File: config.mk
export PLATFORM = sky130hd
export DESIGN_NAME = serial_prefetcher
export DESIGN_NICKNAME = d
export VERILOG_FILES = /design/src/rtl/prefetch_pkg.sv /design/src/rtl/prefetch_fifo.sv /design/src/rtl/serial_prefetcher.sv
export SDC_FILE = /design/constraint.sdc
export NUM_CORES = 1
export LEC_CHECK = 0
export BUFFER_PORTS_ARGS = -buffer_cell sky130_fd_sc_hd__buf_2
export CAP_MARGIN = 10
export CORE_UTILIZATION = 40
export DETAILED_ROUTE_END_ITERATION = 10
export PLACE_DENSITY_LB_ADDON = 0.3
export SYNTH_ARGS = -nofsm -noshare
export SYNTH_HDL_FRONTEND = slang
export SYNTH_SLANG_ARGS = --single-unit
export TNS_END_PERCENT = 10
File: constraint.sdc
create_clock -name clk -period 4.13 [get_ports clk]
set_clock_uncertainty 0.15 [all_clocks]
set_input_delay 0.2065 -clock clk [delete_from_list [all_inputs] [get_ports clk]]
set_output_delay 0.2065 -clock clk [all_outputs]
set_load 0.01 [all_outputs]
File: src/rtl/prefetch_pkg.sv
// ============================================================================
// Module   : prefetch_pkg
// Brief    : Shared constants and width helpers for the serial prefetcher.
// Revision : 1.0 - initial release
// ============================================================================
`default_nettype none

package prefetch_pkg;

    // Opcode of the serial read transaction issued by the link controller.
    localparam logic [7:0] READ_CMD = 8'h03;

    function automatic int word_width(input int io_bits, input int cycles);
        return io_bits * cycles;
    endfunction

    function automatic int addr_step(input int w);
        return w / 8;
    endfunction

    // Credits reach DEPTH+1 (full queue plus the word held in inst).
    function automatic int credit_width(input int depth);
        return $clog2(depth + 2);
    endfunction

    function automatic int ptr_width(input int depth);
        return (depth > 1) ? $clog2(depth) : 1;
    endfunction

endpackage

`default_nettype wire

File: src/rtl/prefetch_fifo.sv
// ============================================================================
// Module   : prefetch_fifo
// Brief    : Circular word queue with synchronous clear and occupancy count.
// Revision : 1.0 - initial release
// ============================================================================
`default_nettype none

module prefetch_fifo
    import prefetch_pkg::*;
#(
    parameter int DEPTH = 2,
    parameter int W     = 16
) (
    input  logic                       clk,
    input  logic                       reset,
    input  logic                       push,
    input  logic                       pop,
    input  logic                       clear,
    input  logic [W-1:0]               din,
    output logic [W-1:0]               head,
    output logic [$clog2(DEPTH+1)-1:0] count
);

    localparam int PW   = ptr_width(DEPTH);
    localparam int CNTW = $clog2(DEPTH + 1);

    logic [W-1:0]    mem_q [DEPTH];
    logic [PW-1:0]   rd_q;
    logic [PW-1:0]   wr_q;
    logic [CNTW-1:0] count_q;

    function automatic logic [PW-1:0] bump(input logic [PW-1:0] p);
        return (p == PW'(DEPTH - 1)) ? '0 : p + 1'b1;
    endfunction

    always_ff @(posedge clk) begin
        if (reset || clear) begin
            rd_q    <= '0;
            wr_q    <= '0;
            count_q <= '0;
        end else begin
            // The credit scheme upstream must make a push into a full queue impossible.
            if (push && !pop) assert (count_q != CNTW'(DEPTH));
            if (push) wr_q <= bump(wr_q);
            if (pop)  rd_q <= bump(rd_q);
            count_q <= count_q + CNTW'(push) - CNTW'(pop);
        end
    end

    always_ff @(posedge clk) begin
        if (push && !clear && !reset) mem_q[wr_q] <= din;
    end

    assign head  = mem_q[rd_q];
    assign count = count_q;

endmodule

`default_nettype wire

File: src/rtl/serial_prefetcher.sv
// ============================================================================
// Module   : serial_prefetcher
// Brief    : Credit-based instruction prefetcher over a serial read link.
//            Optional stall counter port under SERIAL_PREFETCHER_PERF_EN.
// Revision : 1.0 - initial release
// ============================================================================
`default_nettype none

module serial_prefetcher
    import prefetch_pkg::*;
#(
    parameter int IO_BITS        = 2,
    parameter int PAYLOAD_CYCLES = 8,
    parameter int DEPTH          = 2,
    parameter logic [IO_BITS*PAYLOAD_CYCLES-1:0] RESET_PC = '0
) (
    input  logic                              clk,
    input  logic                              reset,
    output logic [IO_BITS*PAYLOAD_CYCLES-1:0] inst,
    output logic                              inst_valid,
    input  logic                              inst_done,
    input  logic                              jump,
    input  logic [IO_BITS*PAYLOAD_CYCLES-1:0] jump_target,
    output logic                              tx_command_valid,
    input  logic                              tx_command_started,
    output logic [IO_BITS-1:0]                tx_data,
    input  logic                              tx_data_next,
    input  logic                              rx_data_valid,
    input  logic [IO_BITS-1:0]                rx_pins,
    input  logic                              rx_done
`ifdef SERIAL_PREFETCHER_PERF_EN
    ,
    output logic [15:0]                       stall_cycles
`endif
);

    localparam int W   = word_width(IO_BITS, PAYLOAD_CYCLES);
    localparam int CW  = credit_width(DEPTH);
    localparam int FCW = $clog2(DEPTH + 1);
    localparam logic [W-1:0] PC_STEP    = W'(addr_step(W));
    localparam logic [CW:0]  CREDIT_MAX = (CW + 1)'(DEPTH + 1);

    logic [W-1:0]         pc_q, pc_d;
    logic [W-1:0]         addr_sreg_q;
    logic [W-IO_BITS-1:0] rx_sreg_q;
    logic [W-1:0]         inst_q, inst_d;
    logic                 inst_valid_q, inst_valid_d;
    logic [CW-1:0]        inflight_q, inflight_d;
    logic [CW-1:0]        num_flushed_q, num_flushed_d;

    logic [W-1:0]   rx_word;
    logic           word_done, flush_word, keep_word;
    logic           consume, slot_free, fifo_empty;
    logic           fifo_push, fifo_pop, fifo_clear;
    logic [W-1:0]   fifo_head;
    logic [FCW-1:0] fifo_count;
    logic [CW:0]    credits;

    assign rx_word    = {rx_pins, rx_sreg_q};
    assign word_done  = rx_data_valid && rx_done;
    assign flush_word = word_done && (num_flushed_q != '0);
    assign keep_word  = word_done && !flush_word;
    assign consume    = inst_valid_q && inst_done;
    assign slot_free  = !inst_valid_q || consume;
    assign fifo_empty = (fifo_count == '0);

    assign credits = {1'b0, inflight_q} + (CW + 1)'(fifo_count) + (CW + 1)'(inst_valid_q);
    assign tx_command_valid = !reset && !jump && (credits < CREDIT_MAX);

    always_comb begin
        pc_d          = pc_q;
        inst_d        = inst_q;
        inst_valid_d  = inst_valid_q;
        fifo_push     = 1'b0;
        fifo_pop      = 1'b0;
        fifo_clear    = 1'b0;
        inflight_d    = inflight_q + CW'(tx_command_started);
        // A stray completion with nothing outstanding (link reset skew) must not underflow.
        if (word_done && (inflight_d != '0)) inflight_d = inflight_d - 1'b1;
        num_flushed_d = num_flushed_q - CW'(flush_word);

        if (jump) begin
            pc_d          = jump_target;
            fifo_clear    = 1'b1;
            inst_valid_d  = 1'b0;
            num_flushed_d = inflight_d;
        end else begin
            if (tx_command_started) pc_d = pc_q + PC_STEP;
            if (slot_free && !fifo_empty) begin
                inst_d       = fifo_head;
                inst_valid_d = 1'b1;
                fifo_pop     = 1'b1;
                fifo_push    = keep_word;
            end else if (slot_free && keep_word) begin
                inst_d       = rx_word;
                inst_valid_d = 1'b1;
            end else begin
                fifo_push = keep_word;
                if (consume) inst_valid_d = 1'b0;
            end
        end
    end

    always_ff @(posedge clk) begin
        if (reset) begin
            pc_q          <= RESET_PC;
            addr_sreg_q   <= '0;
            rx_sreg_q     <= '0;
            inst_q        <= '0;
            inst_valid_q  <= 1'b0;
            inflight_q    <= '0;
            num_flushed_q <= '0;
        end else begin
            pc_q          <= pc_d;
            inst_q        <= inst_d;
            inst_valid_q  <= inst_valid_d;
            inflight_q    <= inflight_d;
            num_flushed_q <= num_flushed_d;
            if (tx_command_started)  addr_sreg_q <= pc_q;
            else if (tx_data_next)   addr_sreg_q <= addr_sreg_q >> IO_BITS;
            if (rx_data_valid)       rx_sreg_q   <= rx_word[W-1:IO_BITS];
        end
    end

    prefetch_fifo #(
        .DEPTH (DEPTH),
        .W     (W)
    ) u_fifo (
        .clk   (clk),
        .reset (reset),
        .push  (fifo_push),
        .pop   (fifo_pop),
        .clear (fifo_clear),
        .din   (rx_word),
        .head  (fifo_head),
        .count (fifo_count)
    );

    assign inst       = inst_q;
    assign inst_valid = inst_valid_q;
    assign tx_data    = addr_sreg_q[IO_BITS-1:0];

`ifdef SERIAL_PREFETCHER_PERF_EN
    logic [15:0] stall_q;

    always_ff @(posedge clk) begin
        if (reset)                                 stall_q <= '0;
        else if (!inst_valid_q && stall_q != 16'hFFFF) stall_q <= stall_q + 16'd1;
    end

    assign stall_cycles = stall_q;
`endif

endmodule

`default_nettype wire
==> impl_metrics.csv <==
group,metric,value,unit
yosys,synth_xor_area_frac,0.03891,
worst_setup_path,critical_path.cell_chain,"nand2b_1 -> a21oi_1 -> and3_1",
global_routing,gr-total-overflow,0,
yosys,synth_compound_area_frac,0.1056,
routing,totalWireLength,9.003,mm
power,ir_worst_vdd,0.0001773,V
place,io_buffers,45,
worst_setup_path,timing.rr.start,"inst_valid",
routing,antenna_left,0,
yosys,async_flop_share,0,
place,post-dp-hpwl,5.819,mm
place,gp_congestion,0.7573,
worst_setup_path,r2r-end,"u_fifo.mem_q[1][14]",
clock_network,cts_resized,0,
global_routing,antenna_found_initial,0,
routing,wl_per_cell,14.54,µm
worst_setup_path,start_kind,"flip-flop",
layout,syn_to_final_growth,13.73,%
yosys,synthSimpleGateAreaFrac,0.1518,
timing,final.setup.tns,0,ns
die,die_w,108.1,µm
job,max_cap_violations,0,
place,dpl_cell_area,4761,µm²
clock_network,cts.sinks,104,
yosys,ys_seq_area_frac,0.5336,
power,comb_power_share,0.092,
worst_setup_path,path_class,"flip-flop to flip-flop",
die,dieArea,11680,µm²
layout,fillers,1031,
yosys,synth_area_leader_cell,"dfxtp_1",
global_routing,grt_pass1_wl,15.41,mm
yosys,synth_warnings,0,
worst_hold_path,worstHoldStart,"jump",
routing,vias_per_cell,5.165,
die,num_io_pins,46,
worst_setup_path,cpMaxStageDelayCell,"and3_1",
timing,timing.slew.headroom,0.3731,
yosys,muxShareOfSynthArea,0.1023,
yosys,synth_fp_nets,464,
layout,area.sequential,2402,µm²
power,p_int,1.391,mW
yosys,yosys.area_share.adder,0.02557,
yosys,synth-edff-count,32,
timing,slew_viol_final,0,
power,p_sw,0.4861,mW
clock_network,clkLatencyLatePin,0.38,ns
power,p_seq_frac,0.591,
routing,route.detailed.drc,0,
worst_hold_path,min_path_type,"input pin to flip-flop",
worst_setup_path,slowest_delay,0.73,ns
worst_setup_path,rr_worst_depth,3,
yosys,yosys_most_used_dff,"dfxtp_1",
clock_network,numCtsBuffers,9,
yosys,syn-cell-area,4502,µm²
worst_hold_path,whs_path_depth,3,
power,pwr-share-clk,0.316,
yosys,yosys-top-cells-area,"dfxtp_1, edfxtp_1, mux2i_1",
clock_network,cts-root-buf,"clkbuf_8",
die,initial_core_util,0.4135,
clock_network,cts_tree,"built",
global_routing,grt_use_total,0.1704,
global_routing,first_global_vias,3198,
worst_setup_path,cp.arrival,2.46,ns
routing,drtIter0Drc,136,
power,switching_share,0.2589,
timing,fin_crit_sh,0.6297,
worst_setup_path,required,3.99,ns
outcome,status,"complete, no violations",
layout,drive_gt1_frac,0.1461,
yosys,synth_top_family_by_area,"simple AND/OR/NAND/NOR gates",
worst_hold_path,whs_endpoint,"pc_q[1]",
yosys,synth_cell_types,42,
die,fp.coreArea,10890,µm²
global_routing,grt_max_degree,71,
clock_network,htree_num_levels,3,
timing,final_hold_viol_count,0,
die,rows,38,
clock_network,cts_setup_buffers,0,
layout,fin_area,5120,µm²
power,power.density,366.7,nW/µm²
yosys,ys_seq_elements,104,
timing,fmax,0.3845,GHz
yosys,synth_area_per_cell,10.47,µm²
routing,first_pass_iters,4,
timing,grt_setup_unrepaired,"no",
layout,multi_input_area,1909,µm²
power,leakage,1.867,nW
timing,finalCriticalPeriod,2.601,ns
layout,nets,508,
die,die_y,108.1,µm
routing,vias,3197,
clock_network,clk_pin_slew,0.10,ns
worst_setup_path,worstPathMaxFanout,18,
timing,tightest_slew,0.9390,ns
clock_network,clockBufferDepth,2,
yosys,yosysTopAreaCellShare,0.3202,
yosys,syn_inst,430,
worst_setup_path,critPathCaptureType,"flip-flop",
layout,diodes,0,
worst_setup_path,rrSetupSlack,1.53,ns
timing,setup_viol,0,
==> cell type report <==
class,count,area share
multi-input cells,285,0.3729
inverters,9,0.006598
clock buffers,10,0.02493
flip-flops and latches,104,0.4692
repair buffers,65,0.08211
well taps,140,0.03421
clock inverters,6,0.01002
==> layout by cell type, fill, tap and decap left out, types with 3 or more instances in the layout <==
cell type / count
clkbuf_8: 9
buf_2: 45
nor2b_1: 3
dfxtp_1: 72
inv_1: 9
o211ai_1: 16
edfxtp_1: 32
a211oi_1: 14
xnor2_1: 14
nand2_1: 24
nor2_1: 62
xor2_1: 6
mux2i_1: 46
inv_6: 4
nor3_1: 6
nand4_1: 4
ha_1: 6
dlygate4sd3_1: 18
nand3_1: 19
a21oi_1: 34
==> state kept, by name (all words and copies together), names as in the netlist, named ones only <==
signal	cells
pc_q	16
inflight_q	2
u_fifo.count	2
u_fifo.rd_q	1
addr_sreg_q	16
rx_sreg_q	14
inst_valid	1
u_fifo.mem_q	32
u_fifo.wr_q	1
num_flushed_q	2
inst	16
==> cell families after synthesis <==
kind of cell,Yosys count
XOR/XNOR,20
AND/OR/NAND/NOR,139
multiplexers,46
adder cells (fa/ha/maj),8
flip-flops,104
AO/OA/AOI/OAI,72
buffers and inverters,41
==> worst max-delay path, delay by kind of cell, from the launching register on <==
kind	cells	cell delay [ns]
DFF	1	0.42
and+or+nand+nor	2	1.21
AOI/OAI and AO/OA	1	0.46
==> synthesized netlist by cell type, types with 3 or more instances <==
library cell / instances
a21oi_1: 34
nor2_1: 62
buf_2: 8
ha_1: 6
buf_4: 3
nor3_1: 6
nand3_1: 19
nand2_1: 24
edfxtp_1: 32
o211ai_1: 16
xor2_1: 6
clkbuf_1: 16
nor2b_1: 3
inv_1: 9
a211oi_1: 14
buf_1: 3
dfxtp_1: 72
nand4_1: 4
xnor2_1: 14
mux2i_1: 46
==> worst max-delay path by stage <==
stage / startpoint / endpoint / slack [ns] / cells past startpoint
floorplan: inst_valid / u_fifo.mem_q[0][0] / 1.91 / 5
global placement: inst_done / u_fifo.mem_q[1][14] / 1.68 / 4
detailed placement: inst_valid / u_fifo.mem_q[1][14] / 1.56 / 3
CTS: inst_valid / u_fifo.mem_q[1][11] / 1.55 / 3
global route: inst_valid / u_fifo.mem_q[1][3] / 1.31 / 3
finish: inst_valid / u_fifo.mem_q[1][14] / 1.53 / 3
==> power groups by stage <==
stage / logic, mW / registers [mW] / clock network [mW]
after floorplan: 0.126 / 1.12 / 0
after global placement: 0.155 / 1.13 / 0
after detailed placement: 0.161 / 1.13 / 0
after CTS: 0.175 / 1.11 / 0.613
after global routing: 0.198 / 1.12 / 0.651
final: 0.173 / 1.11 / 0.594
==> what timing repair did <==
item | 4_1_cts | 5_1_grt
endpoints found under the hold margin | 22 | 0
hold buffers | 18 | 0
setup endpoints to repair | 0 | 0
==> per-stage QoR <==
stage               std cells  total power, mW  hold slack, ns    util  setup slack, ns
floorplan                 430            1.251          0.1554       -            1.911
global placement          585            1.287          0.2880  0.4373            1.678
detailed placement        585            1.295          0.2965  0.4373            1.561
CTS                       619            1.898         0.09693  0.4702            1.545
global route              619            1.964          0.1173  0.4702            1.309
finish                    619            1.877          0.1113  0.4702            1.529
==> routing by layer <==
layer | GRT usage | up-vias | share of wire
met2 | 0.2939 | 56 | 0.49
met5 | 0 | - | 0
met1 | 0.2096 | 1524 | 0.47
met3 | 0.03436 | 13 | 0.033
met4 | 0.06262 | 0 | 0.013
li1 | - | 1604 | -
No activity file was read; power rests on OpenSTA's default activity.
